===== src/rtl/piso_serializer.sv =====
// piso_serializer: parallel-in/serial-out shifter with valid/ready load,
// one-word holding buffer, runtime bit order and programmable bit period.
module piso_serializer #(
    parameter int WIDTH = 8,
    parameter int DIV_W = 8
) (
    input  logic             clk,
    input  logic             rst,
    input  logic             ena,
    input  logic [WIDTH-1:0] din,
    input  logic             load_valid,
    output logic             load_ready,
    input  logic             msb_first,
    input  logic [DIV_W-1:0] div,
    output logic             q,
    output logic             q_valid,
    output logic             sof,
    output logic             eos,
    output logic             busy
);
    localparam int BW = $clog2(WIDTH);
    localparam logic [0:0] IDLE  = 1'b0;
    localparam logic [0:0] SHIFT = 1'b1;

    logic [0:0]       state_q, state_d;
    logic [WIDTH-1:0] sh_q, sh_d, hold_q, hold_d;
    logic             msb_q, msb_d, hold_msb_q, hold_msb_d;
    logic [DIV_W-1:0] div_q, div_d, hold_div_q, hold_div_d, per_q, per_d;
    logic [BW-1:0]    bit_q, bit_d;
    logic             hold_full_q, hold_full_d;
    logic             q_q, q_d, valid_q, valid_d, sof_q, sof_d, eos_q, eos_d, busy_q, busy_d;
    logic             accept, adv, last, take;

    assign load_ready = ena & ~hold_full_q;

    always_comb begin
        accept      = load_valid & load_ready;
        adv         = per_q == div_q;
        last        = (state_q == SHIFT) & adv & (bit_q == BW'(WIDTH - 1));
        take        = ((state_q == IDLE) & accept) | (last & (hold_full_q | accept));
        state_d     = state_q;
        sh_d        = sh_q;
        msb_d       = msb_q;
        div_d       = div_q;
        bit_d       = bit_q;
        per_d       = per_q;
        hold_d      = hold_q;
        hold_msb_d  = hold_msb_q;
        hold_div_d  = hold_div_q;
        hold_full_d = hold_full_q;
        // Hold buffer wins over a same-cycle accept; both cannot happen together
        if (take) begin
            sh_d        = hold_full_q ? hold_q : din;
            msb_d       = hold_full_q ? hold_msb_q : msb_first;
            div_d       = hold_full_q ? hold_div_q : div;
            bit_d       = '0;
            per_d       = '0;
            state_d     = SHIFT;
            hold_full_d = 1'b0;
        end else if (last) begin
            state_d = IDLE;
        end else if (state_q == SHIFT) begin
            per_d = adv ? '0 : per_q + DIV_W'(1);
            bit_d = adv ? bit_q + BW'(1) : bit_q;
            sh_d  = !adv ? sh_q : msb_q ? {sh_q[WIDTH-2:0], 1'b0} : {1'b0, sh_q[WIDTH-1:1]};
        end
        if ((state_q == SHIFT) & accept & ~last) begin
            hold_d      = din;
            hold_msb_d  = msb_first;
            hold_div_d  = div;
            hold_full_d = 1'b1;
        end
        valid_d = state_d == SHIFT;
        q_d     = valid_d & (msb_d ? sh_d[WIDTH-1] : sh_d[0]);
        sof_d   = take;
        eos_d   = valid_d & (bit_d == BW'(WIDTH - 1)) & (per_d == div_d);
        busy_d  = valid_d | hold_full_d;
    end

    always_ff @(posedge clk or posedge rst) begin
        if (rst) begin
            state_q     <= IDLE;
            sh_q        <= '0;
            msb_q       <= 1'b0;
            div_q       <= '0;
            bit_q       <= '0;
            per_q       <= '0;
            hold_q      <= '0;
            hold_msb_q  <= 1'b0;
            hold_div_q  <= '0;
            hold_full_q <= 1'b0;
            q_q         <= 1'b0;
            valid_q     <= 1'b0;
            sof_q       <= 1'b0;
            eos_q       <= 1'b0;
            busy_q      <= 1'b0;
        end else if (ena) begin
            state_q     <= state_d;
            sh_q        <= sh_d;
            msb_q       <= msb_d;
            div_q       <= div_d;
            bit_q       <= bit_d;
            per_q       <= per_d;
            hold_q      <= hold_d;
            hold_msb_q  <= hold_msb_d;
            hold_div_q  <= hold_div_d;
            hold_full_q <= hold_full_d;
            q_q         <= q_d;
            valid_q     <= valid_d;
            sof_q       <= sof_d;
            eos_q       <= eos_d;
            busy_q      <= busy_d;
        end
    end

    // Strobes are held with the frozen state, so masking keeps them one enabled cycle wide
    assign q       = q_q;
    assign q_valid = valid_q;
    assign sof     = sof_q & ena;
    assign eos     = eos_q & ena;
    assign busy    = busy_q;
endmodule


===== config.mk =====
export PLATFORM = sky130hd
export DESIGN_NAME = piso_serializer
export DESIGN_NICKNAME = d
export VERILOG_FILES = /design/src/rtl/piso_serializer.sv
export SDC_FILE = /design/constraint.sdc
export NUM_CORES = 1
export LEC_CHECK = 0
export BUFFER_PORTS_ARGS = -buffer_cell sky130_fd_sc_hd__buf_2
export CORE_AREA = 5 5 78 80
export DETAILED_ROUTE_END_ITERATION = 6
export DIE_AREA = 0 0 83 85
export PLACE_DENSITY = 0.76
export SYNTH_ARGS = -nofsm -noshare
export SYNTH_HDL_FRONTEND = slang
export SYNTH_SLANG_ARGS = --single-unit
export TNS_END_PERCENT = 50

===== constraint.sdc =====
create_clock -name clk -period 2.9 [get_ports clk]
set_input_delay 0.29 -clock clk [delete_from_list [all_inputs] [get_ports clk]]
set_output_delay 0.29 -clock clk [all_outputs]
set_load 0.1 [all_outputs]

# Yosys cells after proc, flatten, opt, wreduce, memory -nomap -nowiden

Index checks and enable logic that the tools add are counted.

Flip-flop bits (word level): 51
Word-level logic and storage cells: 68
Input bits: 21
Output and inout bits: 6

Eq/ne operators: 5
Reduce and logical (&&, ||, !) cells: 4
Bitwise operators: 19
Add/subtract/negate cells: 2
Multiplexer cells: 23

Operator list:

| cell                                        | number |
|---|---|
| 2-to-1 mux 8 bit                            | 12 |
| equality test 8 bit                         | 2 |
| AND 1 bit                                   | 13 |
| 2-to-1 mux 3 bit                            | 4 |
| adder 8 x 1 -> 8 bit, second input constant | 1 |
| 2-to-1 mux 1 bit                            | 7 |
| equality test 3 bit, second input constant  | 2 |
| AND reduction 4 bit                         | 1 |
| nonzero test 2 bit                          | 2 |
| adder 3 x 1 -> 3 bit, second input constant | 1 |
| inverter 1 bit                              | 3 |
| OR 1 bit                                    | 3 |
| != test 2 bit, second input constant        | 1 |
| AND reduction 2 bit                         | 1 |

# Logic depth before layout (Yosys ltp)

Word-level depth: 10
Mapped depth: 11
Depth with buffers taken out: 10

# Least setup slack after synthesis

OpenSTA, ideal clock, no wires.

Path kind: register to register
From: register hold_full_q
To: register busy_q (netlist: busy)
Data arrival time: 2.644 ns
Cell stages (with the launch flop): 6
Buffers on the path: 3
Data required time: 2.708 ns
Library setup time: 0.192 ns
Path slack: 0.064 ns
Path through: dfrtp_1 clkbuf_1 buf_1 clkbuf_1 nor2_1 a31oi_1

Cells in the longest elaborated chain, start to end: 9
Elaborated cells between the ends (all ways): 13
Those cells by class: 3 x mux; 10 x bitwise

RTL lines:

| item                   | RTL line | text |
|---|---|---|
| from (decl)            | 30       | `logic hold_full_q, hold_full_d;` |
| from (signal assigned) | 107      | `hold_full_q <= hold_full_d;` |
| inverter 1 bit (*)     | 34       | `assign load_ready = ena & ~hold_full_q;` |
| AND 1 bit (*)          | 34       |  |
| via load_ready         | 12       | `output logic load_ready,` |
| AND 1 bit (*)          | 37       | `accept = load_valid & load_ready;` |
| OR 1 bit               | 40       | `take = ((state_q == IDLE) & accept) \| (last & (hold_full_q \| accept));` |
| AND 1 bit              | 40       |  |
| OR 1 bit               | 40       |  |
| 2-to-1 mux 1 bit       | 52       | `if (take) begin` |
| 2-to-1 mux 1 bit       | 67       | `if ((state_q == SHIFT) & accept & ~last) begin` |
| OR 1 bit (*)           | 77       | `busy_d = valid_d \| hold_full_d;` |
| to (signal assigned)   | 112      | `busy_q <= busy_d;` |
| to (decl)              | 31       | `logic q_q, q_d, valid_q, valid_d, sof_q, sof_d, eos_q, eos_d, busy_q, busy_d;` |

Mark *: on every way through the listed nets, which the timed path passes. The rest lies on a longest branch.
A chain may end at the register's enable or synchronous reset.

# Final worst setup path

From: register div_q[6]
To: register q_q (netlist: q)

Cells in the longest elaborated chain, start to end: 8
Elaborated cells between the ends (all ways): 14
Those cells by class: 1 x eq/ne; 8 x mux; 5 x bitwise

RTL lines:

| item                                                 | RTL line | text |
|---|---|---|
| from (decl)                                          | 28       | `logic [DIV_W-1:0] div_q, div_d, hold_div_q, hold_div_d, per_q, per_d;` |
| from (signal assigned)                               | 101      | `div_q <= div_d;` |
| equality test 8 bit (*)                              | 38       | `adv = per_q == div_q;` |
| AND 1 bit (2 in series)                              | 39       | `last = (state_q == SHIFT) & adv & (bit_q == BW'(WIDTH - 1));` |
| AND 1 bit                                            | 40       |  |
| OR 1 bit                                             | 40       |  |
| 2-to-1 mux 8 bit or 2-to-1 mux 1 bit (tied branches) | 52       |  |
| 2-to-1 mux 1 bit                                     | 74       | `q_d = valid_d & (msb_d ? sh_d[WIDTH-1] : sh_d[0]);` |
| AND 1 bit (*)                                        | 74       |  |
| to (signal assigned)                                 | 108      | `q_q <= q_d;` |
| to (decl)                                            | 31       |  |

Every way passes the cells marked *; elsewhere a longest branch is shown, timed or not. The select of a mux whose other input is x is not followed.

==> summary.txt <==
Run status
  • Status: finished clean

STA
  • Final Cycle Share: 91.8%
  • Slew headroom: 30.2%
  • Clock Skew: 0.0106 ns
  • Final hold slack: 0.209 ns
  • Fin worst setup slack: 0.237 ns
  • Final setup vio count: 0
  • FMAX: 376 MHz
  • Final setup TNS: 0 ns
  • Final hold viol count: 0
  • Slew @ Worst Pin: 1.05 ns
  • Final Critical Period: 2.66 ns
  • RSZ-0062 raised after global routing: false
  • Final Max Tran Viols: 0

Logic synthesis
  • Asr flop ratio synth: 100%
  • Synth Register Bits: 51
  • Post-synth EDFFs: 0
  • Yosys synthesis warning count: 0
  • Synth cell types: 51
  • Syn_nets: 322
  • Mapped Area: 2980 sq um
  • Post-Synthesis Cells: 298
  • Post-Syn Area per Cell: 9.98 sq um
  • Post-synthesis sequential area ratio: 42.9%
  • Synth Flop Type: dfrtp_1

Critical path
  • Worst setup SP type: register
  • Reg-to-reg slack, setup: 0.24 ns
  • Crit end category: register
  • Reg-to-reg critical path endpoint: q
  • Critical path arrival: 2.91 ns
  • Reg2reg path depth: 8
  • R2r startpoint: div_q[6]
  • Crit-path max FO: 9
  • Worst EP required: 3.14 ns
  • Crit. Startpoint: div_q[6]
  • WS Path Type: register to register

Detailed routing
  • Vias post-DR: 2403
  • Met2 wire len: 3.14 mm
  • TritonRoute pass-1 iters: 5
  • DR DRC count: 0
  • Met1 Wirelength: 3.16 mm
  • DR WL/cell: 17.0 microns
  • Antenna Nets Post-Route: 0
  • Vias per cell: 5.96
  • Iter 0 DRT Violations: 289
  • Drt total wl: 6.86 mm
  • DR WL met3: 413 microns
  • Top routing layer in use: met4

Floorplan
  • Row count: 27
  • Chip height: 85 microns
  • Core ar.: 5340 sq um
  • Die area: 7060 sq um
  • Initial Util: 55.7%
  • Die width: 83 microns
  • IO Count: 27

GRT
  • Initial antenna violation count: 0
  • Total track usage: 20.6%
  • Vias in the first global route: 2412
  • First-pass GRT wire length: 11.8 mm
  • Global route total overflow: 0
  • Largest net degree at the start of global routing: 52

Cells and area
  • Layout Nets: 354
  • ANT cells: 0
  • Proportion of layout cells with a drive suffix above 1: 23.6%
  • Finished Core Util: 63.2%
  • Layout area overhead: 13.4%

Power
  • Leakage power: 0.00147 uW
  • Peak VDD IR: 584 uV
  • Pwr Density: 1020 nW/um^2

Placed design
  • Worst slack, placed: 0.298 ns
  • Port-buffer cells: 26
  • Gp weighted congestion: 0.945
  • Final HPWL DP: 5.03 mm

Clocking
  • Hold-fix buffers, CTS: 0
  • CTS tree: built
  • Gates resized, CTS repair: 0
  • H-tree levels: 2
  • Post-CTS setup buffers: 0
  • Clk sink count: 51
  • CTS root buf: clkbuf_8
  • Clock transition at path regs: 0.10 ns
  • Worst-Skew Late Latency: 0.31 ns
  • Clock Path Buffers: 2
  • CTS Buf Count: 5

Hold path
  • Hold path start: din[6]
  • Hold depth: 2
  • Worst Hold Class: input pin to register
  • Hold path endpoint: hold_q[6]

Job
  • Max Cap Viol: 0
## stage by stage
step                      cell area, sq um  power (uW)  std cells
final                                 3370        3440        403
after CTS                             3370        3430        403
after global placement                3250        2870        395
after detailed placement              3250        2900        395
after floorplan                       2980        2470        298
after global routing                  3370        3660        403
## routing by layer
layer	GRT usage, %	vias to the layer above
li1	-	1150
met1	29.4	1142
met2	31.9	96
met3	3.50	15
met4	6.54	0
met5	0	-
## registers in the layout, summed over array words and instances (netlist names)
| name | count |
|---|---|
| hold_full_q | 1 |
| q_valid | 1 |
| sof_q | 1 |
| msb_q | 1 |
| bit_q | 3 |
| sh_q | 8 |
| hold_q | 8 |
| per_q | 8 |
| div_q | 8 |
| hold_msb_q | 1 |
| q | 1 |
| busy | 1 |
| eos_q | 1 |
| hold_div_q | 8 |
## power by group
part           internal [uW]  leakage, uW  switching [uW]
combinational            708     0.000768             977
clock                    284    0.0000618             244
sequential               992     0.000642             233
total                   1980      0.00147            1450
## critical path: stages (launching register included)
cell,delay (ns)
dfrtp_1,0.42
xnor2_1,0.36
nand4_4,0.19
or4_1,0.70
nor3b_2,0.27
a211oi_1,0.08
a21o_1,0.17
mux2_2,0.27
o2bb2ai_1,0.13
## cells by family (layout without fill, tap and decap cells)
logic type | Yosys count | count (layout) | synth area share (%)
AOI/OAI and AO/OA | 81 | 81 | 17.7
and+or+nand+nor | 77 | 77 | 14.3
DFF | 51 | 51 | 42.9
muxes | 45 | 45 | 15.9
buffers and inverters | 30 | 63 | 4.16
xor gates and xnor gates | 11 | 11 | 3.74
adders and majority gates | 3 | 3 | 1.26
## synthesized netlist by cell type, drive strengths merged, types with 2 or more instances
library cell,number,area [sq um]
buf,9,45.1
nor3b,3,32.5
o22ai,7,43.8
o32ai,2,17.5
o21ai,31,155
and3,3,18.8
clkbuf,11,41.3
mux2i,26,260
o31ai,5,42.5
mux2,19,214
or3,2,12.5
a21oi,8,40.0
xnor2,10,103
a32o,2,20.0
a22o,7,61.3
ha,3,37.5
nand3,10,50.1
a211oi,2,15.0
nand2,30,113
a31oi,3,18.8
inv,10,37.5
nor2,15,56.3
a21o,5,37.5
a311oi,2,17.5
nor4,3,46.3
dfrtp,51,1280
nand2b,3,18.8
nand4,3,40.0
## cell type report
| cell class | count | area, sq um |
|---|---|---|
| repair buffers | 45 | 273 |
| clock buffers | 6 | 82.6 |
| well taps | 72 | 90.1 |
| flip-flops and latches | 51 | 1280 |
| multi-input cells | 217 | 1580 |
| fillers | 458 | 1960 |
| inverters | 10 | 37.5 |
| clock inverters | 2 | 38.8 |
## cells in the final DEF (no fill, tap or decap), types with 8 or more instances in the layout
| master | instances |
|---|---|
| dfrtp_1 | 51 |
| nand2_1 | 30 |
| o21ai_0 | 28 |
| mux2i_1 | 26 |
| buf_2 | 26 |
| buf_4 | 19 |
| nor2_1 | 15 |
| mux2_2 | 14 |
| nand3_1 | 10 |
| inv_1 | 9 |
| xnor2_1 | 8 |
| a21oi_1 | 8 |
## worst max-delay path by stage
stage,endpoint
global route,eos_q
detailed placement,eos_q
CTS,q
finish,q
floorplan,busy
global placement,eos_q
No activity file was read; power rests on OpenSTA's default activity.
